**src/rtl/programmable_blinker_pkg.sv**
```systemverilog
// Shared definitions for the programmable blinker.
//   blink_state_e : two-state FSM encoding (BLINK_OFF / BLINK_ON)
//   PERIOD_RESET  : one-hot reset period for the default 4-bit register (P = 4)
//   period_reset  : reset period for any register width (one-hot bit width/2)
package programmable_blinker_pkg;

  localparam int unsigned DEFAULT_WIDTH = 4;

  typedef enum logic {
    BLINK_OFF = 1'b0,
    BLINK_ON  = 1'b1
  } blink_state_e;

  localparam logic [DEFAULT_WIDTH-1:0] PERIOD_RESET = 4'b0100;

  // Generalises PERIOD_RESET to other widths; returns the one-hot value LSB-aligned.
  function automatic logic [31:0] period_reset(int unsigned width);
    if (width == DEFAULT_WIDTH) begin
      return 32'(PERIOD_RESET);
    end
    return 32'd1 << (width / 2);
  endfunction

endpackage

```
**src/rtl/dffr.sv**
```systemverilog
// Team flop: D flip-flop with synchronous active-high reset.
//   clk : clock
//   r   : synchronous reset, active high, loads ResetVal
//   d   : next value
//   q   : registered value
module dffr #(
  parameter int unsigned       Width    = 1,
  parameter logic [Width-1:0]  ResetVal = '0
) (
  input  logic             clk,
  input  logic             r,
  input  logic [Width-1:0] d,
  output logic [Width-1:0] q
);

  always_ff @(posedge clk) begin
    if (r) begin
      q <= ResetVal;
    end else begin
      q <= d;
    end
  end

endmodule

```
**src/rtl/programmable_blinker_period_shifter.sv**
```systemverilog
// Saturating one-hot period register.
//   clk    : clock
//   rst    : synchronous reset, active low, loads the reset period
//   faster : shift right (halve P), saturating at bit 0
//   slower : shift left (double P), saturating at bit WIDTH-1
//   period : current one-hot period
module programmable_blinker_period_shifter
  import programmable_blinker_pkg::*;
#(
  parameter int unsigned WIDTH = DEFAULT_WIDTH
) (
  input  logic             clk,
  input  logic             rst,
  input  logic             faster,
  input  logic             slower,
  output logic [WIDTH-1:0] period
);

  localparam logic [WIDTH-1:0] ResetVal = WIDTH'(period_reset(WIDTH));

  logic [WIDTH-1:0] period_d;

  // Saturation holds the end bit, so the register can never leave one-hot.
  always_comb begin
    period_d = period;
    unique case ({faster, slower})
      2'b10:   if (!period[0])       period_d = period >> 1;
      2'b01:   if (!period[WIDTH-1]) period_d = period << 1;
      default: period_d = period;
    endcase
  end

  dffr #(
    .Width    (WIDTH),
    .ResetVal (ResetVal)
  ) u_period_q (
    .clk (clk),
    .r   (~rst),
    .d   (period_d),
    .q   (period)
  );

endmodule

```
**src/rtl/programmable_blinker.sv**
```systemverilog
// 50% duty-cycle LED blinker driven by an external beat tick.
//   clk    : clock
//   rst    : synchronous reset, active low
//   beat   : one-cycle time-base tick; each high cycle counts as one beat
//   faster : one-cycle request to halve the phase length P
//   slower : one-cycle request to double the phase length P
//   led    : registered blinker output, high while the FSM is ON
//   period : registered one-hot P (beats per phase)
module programmable_blinker
  import programmable_blinker_pkg::*;
#(
  parameter int unsigned WIDTH = DEFAULT_WIDTH
) (
  input  logic             clk,
  input  logic             rst,
  input  logic             beat,
  input  logic             faster,
  input  logic             slower,
  output logic             led,
  output logic [WIDTH-1:0] period
);

  logic [WIDTH-1:0] cnt_q, cnt_d;
  logic             state_raw;
  blink_state_e     state_q, state_d;
  logic             term;

  programmable_blinker_period_shifter #(
    .WIDTH (WIDTH)
  ) u_period_shifter (
    .clk    (clk),
    .rst    (rst),
    .faster (faster),
    .slower (slower),
    .period (period)
  );

  // A one-hot period read as an unsigned number is P itself. The >= (not ==) ends the
  // phase on the next beat when P has shrunk below the count already reached.
  assign term = beat && (cnt_q >= (period - WIDTH'(1)));

  always_comb begin
    cnt_d   = cnt_q;
    state_d = state_q;
    if (term) begin
      cnt_d   = '0;
      state_d = (state_q == BLINK_ON) ? BLINK_OFF : BLINK_ON;
    end else if (beat) begin
      cnt_d = cnt_q + WIDTH'(1);
    end
  end

  dffr #(
    .Width    (WIDTH),
    .ResetVal ('0)
  ) u_cnt_q (
    .clk (clk),
    .r   (~rst),
    .d   (cnt_d),
    .q   (cnt_q)
  );

  dffr #(
    .Width    (1),
    .ResetVal (BLINK_OFF)
  ) u_state_q (
    .clk (clk),
    .r   (~rst),
    .d   (state_d),
    .q   (state_raw)
  );

  assign state_q = blink_state_e'(state_raw);
  assign led     = (state_q == BLINK_ON);

endmodule

```
**config.mk**
```make
export PLATFORM = sky130hd
export DESIGN_NAME = programmable_blinker
export DESIGN_NICKNAME = d
export VERILOG_FILES = /design/src/rtl/programmable_blinker_pkg.sv /design/src/rtl/dffr.sv /design/src/rtl/programmable_blinker_period_shifter.sv /design/src/rtl/programmable_blinker.sv
export SDC_FILE = /design/constraint.sdc
export NUM_CORES = 1
export LEC_CHECK = 0
export ABC_AREA = 1
export CAP_MARGIN = 20
export CORE_MARGIN = 1
export CORE_UTILIZATION = 25
export DETAILED_ROUTE_END_ITERATION = 16
export PLACE_DENSITY = 0.42
export SLEW_MARGIN = 20
export SYNTH_ARGS = -nofsm -noshare
export SYNTH_HDL_FRONTEND = slang
export SYNTH_HIERARCHICAL = 1
export SYNTH_SLANG_ARGS = --single-unit
```
**constraint.sdc**
```tcl
create_clock -name clk -period 1.9 [get_ports clk]
set_input_delay 0.38 -clock clk [delete_from_list [all_inputs] [get_ports clk]]
set_output_delay 0.38 -clock clk [all_outputs]
set_load 0.005 [all_outputs]
```
After elaboration in Yosys (flattened, before gate mapping). Cells that the tools add are included.

Multiplexer cells: 4. Bitwise operators: 1. Reductions and logical operators: 6. Order comparisons: 1. $add $sub $neg: 2. Eq/ne operators: 4.

Operator list (count): 4-bit 2-to-1 mux (2); 4-bit case mux with 2 select lines (1); 4-bit by 1-bit adder with 4-bit output, second input constant (1); 4-bit greater-or-equal comparator (1); 2-bit inequality test, second input constant (2); 2-bit AND reduction (2); 4-bit by 1-bit subtractor with 4-bit output, second input constant (1); 3-bit AND reduction (1); 2-bit by 1-bit == test with 1-bit output, second input constant (1); 2-bit == test, second input constant (1); 2-bit nonzero test (1); 2-bit OR reduction (1); 1-bit logical AND (1); 1-bit 2-to-1 mux (1); 1-bit NOT (1).

Bits of input ports: 5. Output and inout port bits: 5. Register bits: 9. Logic and storage cells: 23.

Longest topological paths before layout.
Word-level depth: 4. Mapped depth: 13. Gate-level depth less buffers: 13.

Hierarchy. The synthesis kept the hierarchy.

By module, submodules not included: programmable_blinker (area each 251.5 um2, cells each 44, instances 1); programmable_blinker_period_shifter (area each 198.9 um2, cells each 39, instances 1); dffr (u_period_shifter.u_period_q) (area each 113.9 um2, cells each 13, instances 1); dffr (u_cnt_q) (area each 110.1 um2, cells each 12, instances 1); dffr (u_state_q) (area each 30.0 um2, cells each 3, instances 1).

Worst setup path after synthesis. OpenSTA, ideal clock, no wires.

Path type: register to register. From: register u_period_shifter.u_period_q.q[0]. To: register u_cnt_q.q[2]. Path buffers: 0. Setup time: 64 ps. Data arrival time: 1699 ps. Stages on the path, launching flop included: 14. Setup slack: 137 ps. Clock period less this slack: 1763 ps. Required time: 1836 ps. Path through: dfxtp_1 > inv_1 > ha_1 > xnor2_1 > ha_1 > nand2_1 > inv_1 > nand2_1 > nand3_1 > nand2_1 > inv_2 > nor2_1 > inv_1 > nor2_1.

Longest elaborated chain between the ends: 4.

RTL lines: from (decl) (RTL line dffr.sv:13) `output logic [Width-1:0] q`; from (signal assigned) (RTL line dffr.sv:18) `q <= ResetVal;`; 4-bit by 1-bit subtractor with 4-bit output (RTL line programmable_blinker.sv:40) `assign term = beat && (cnt_q >= (period - WIDTH'(1)));`; 4-bit greater-or-equal comparator (RTL line programmable_blinker.sv:40); 1-bit logical AND (RTL line programmable_blinker.sv:40); 2-bit OR reduction (no line); to (signal assigned) (RTL line dffr.sv:18); to (decl) (RTL line dffr.sv:13).

Every way passes these cells. A chain may end at the register's enable or synchronous reset.

Final worst setup path. Ends and elaborated chain as after synthesis.

==> impl_metrics.tcl <==
set metrics [dict create \
    core-area_mm2 0.00257 \
    path_cells "inv_1, ha_1, xnor2_1, ha_1, nand2_1, inv_1, nand2_1, nand3_2, nand2_1, inv_2, nor2_1, inv_1, nor2_1" \
    skew_ns 0.00265 \
    grtUsageTotal 0.119 \
    synth_most_common_cell "nand2_1" \
    maxSlewViolCount 0 \
    yosysUniqueCellTypes 16 \
    layout-drive-gt1-share 0.132 \
    ff_latch_area_um2 183 \
    num_vias 650 \
    ir_drop_mv 0.405 \
    worstPathRequired_ns 2.09 \
    yosysTopAreaCellShare 0.256 \
    numCtsBuffers 3 \
    min_period_over_period 0.904 \
    multi_input_area_um2 420 \
    synthFlopType "dfxtp_1" \
    clockBufferDepth 2 \
    clock.fmax_mhz 583 \
    synth-edff-count 0 \
    synth_area_per_cell_um2 6.35 \
    fillCellCount 309 \
    drcViolationCount 0 \
    die_w_um 55.1 \
    yosys_warnings 6 \
    syn_to_final_growth_pct 28.2 \
    worst-setup-path-type "flip-flop to flip-flop" \
    wl_per_cell_um 9.59 \
    wl_um 1530 \
    clock_latency_ns 0.25 \
    holdWs_ns 0.550 \
    ys_top_cells_by_area "dfxtp_1, ha_1, nand2_1" \
    synthTopCellsByCount "nand2_1, inv_1, nor2_1, ha_1, dfxtp_1" \
    drv_cap 0 \
    cpPeakStageDelay_ns 0.35 \
    viasPerCell 4.09 \
    rsz0062_at_grt "no" \
    p_comb_frac 0.348 \
    critPathMaxFanout 4 \
    tightest_slew_ns 0.246 \
    cts_htree_levels 1 \
    cts_tree "built" \
    cts_hold_buffers 0 \
    die_h_um 55.1 \
    grt_overflow 0 \
    numPortBuffers 9 \
    ant_nets 0 \
    power_frac_seq 0.392 \
    die_area_mm2 0.00303 \
    netlist_area_um2 704 \
    power.internal_w 0.000377 \
    grt_pass1_vias 599 \
    p_clk_frac 0.260 \
    cts_setup_buffers 0 \
    root_buffer "clkbuf_4" \
    dp_hpwl_um 1210 \
    antenna_cells 0 \
    antenna_found_initial 0 \
    ys_seq_area_frac 0.256 \
    initial_core_util 0.274 \
    worst_slack_ns 0.183 \
    min_period_ns 1.72 \
    fin_nets 145 \
    p_leak_nw 0.473 \
    cp-end-kind "flip-flop" \
    hold_violations 0 \
    place_congestion 0.809 \
    status "complete, no violations" \
    core.rowCount 18 \
    synth_area_leader_cell "dfxtp_1" \
    hold_class "flip-flop to flip-flop" \
    async_flop_share 0 \
    first_iter_violations 5 \
    grt_pass1_wl_um 2560 \
    ys_ff_latch 9 \
    power-per-cell-area_mw_per_mm2 621 \
    dp_slack_ns 0.0766 \
    startpoint_type "flip-flop" \
    slew-limit-headroom 0.836 \
    rrSetupSlack_ns 0.18 \
    drtPass1Iterations 2 \
    tns_ns 0 \
    sw_frac_of_total 0.328 \
    grt_max_degree 9 \
    clock_sinks 9 \
    syn_nets 126 \
    io_pins 10 \
    synth_cells 111 \
    slowest_stage "dfxtp_2" \
    worstPathArrival_ns 1.91 \
    p_switching_w 0.000184 \
    finalSetupViolCount 0 \
    clkTransAtPathRegs_ns 0.06 \
]
[power groups by stage]
stage | clock network (W) | logic [W] | registers, W
after floorplan | 0 | 0.000116 | 0.000227
after global placement | 0 | 0.000192 | 0.000223
after detailed placement | 0 | 0.000194 | 0.000224
after CTS | 0.000150 | 0.000195 | 0.000219
after global routing | 0.000157 | 0.000228 | 0.000222
final | 0.000146 | 0.000195 | 0.000220
[per-stage QoR]
stage,power [W],std cells,util,instance area (µm²)
after floorplan,0.000343,111,-,704
after CTS,0.000565,159,0.349,896
after global placement,0.000415,155,0.339,870
after detailed placement,0.000417,155,0.339,870
after global routing,0.000607,159,0.352,903
final,0.000561,159,0.352,903
[critical path, delay by kind of cell (launching register included)]
kind,cells,cell delay (ns)
simple gates,6,0.49
buf+inv,4,0.20
fa+ha+maj,2,0.50
xor+xnor,1,0.12
flops,1,0.35
[repair_timing]
action                     in CTS  in global routing
hold endpoints to repair        0                  0
gates resized for setup         0                  3
setup endpoints to repair       0                  4
[cells in the final DEF, fill, tap and decap left out]
| cell | netlist | routed |
|---|---|---|
| nand3_1 | 8 | 7 |
| o21ai_0 | 3 | 3 |
| nor3_1 | 1 | 1 |
| a31oi_1 | 2 | 2 |
| clkbuf_1 | 0 | 1 |
| nor2_1 | 11 | 11 |
| nand3_2 | 0 | 1 |
| xnor2_1 | 3 | 3 |
| nand4_1 | 2 | 2 |
| nand2_2 | 1 | 1 |
| dfxtp_1 | 9 | 7 |
| a21oi_1 | 1 | 1 |
| nand2_1 | 28 | 28 |
| inv_2 | 3 | 3 |
| nor2_2 | 2 | 2 |
| ha_1 | 10 | 10 |
| clkdlybuf4s50_1 | 0 | 9 |
| buf_4 | 0 | 5 |
| clkbuf_4 | 0 | 3 |
| inv_1 | 26 | 26 |
| xor2_1 | 1 | 1 |
| dfxtp_2 | 0 | 2 |
[final timing paths]
path,start,endpoint,depth (start not counted)
setup / recovery,u_period_shifter/u_period_q/q[0],u_cnt_q/q[2],13
hold / removal,u_state_q/q,u_state_q/q,4
setup reg to reg,u_period_shifter/u_period_q/q[0],u_cnt_q/q[2],13
hold reg to reg,u_state_q/q,u_state_q/q,4
[sequential cells by signal (all words and copies together) (netlist names)]
name,cells
u_cnt_q/q,4
u_state_q/q,1
u_period_shifter/u_period_q/q,4
[logic make-up (layout without fill, tap and decap cells)]
kind of cell | Yosys count | after routing | synth area share
fa+ha+maj | 10 | 10 | 0.178
xor+xnor | 4 | 4 | 0.0497
buf+inv | 29 | 47 | 0.155
compound gates | 6 | 6 | 0.0462
flops | 9 | 9 | 0.256
simple gates | 53 | 53 | 0.316
[final cells by class]
| cell class | instances | share of cell area |
|---|---|---|
| Clock buffer | 4 | 0.0291 |
| Tap cell | 30 | 0.0416 |
| Multi-Input combinational cell | 73 | 0.465 |
| Inverter | 29 | 0.120 |
| Sequential cell | 9 | 0.202 |
| Timing Repair Buffer | 14 | 0.141 |
[routing by layer]
layer  track usage  part of all wire
met1         0.183              0.56
met2         0.161              0.42
met3        0.0164            0.0098
met4        0.0500            0.0079
met5             0                 0
(Power assumes the default switching activity.)
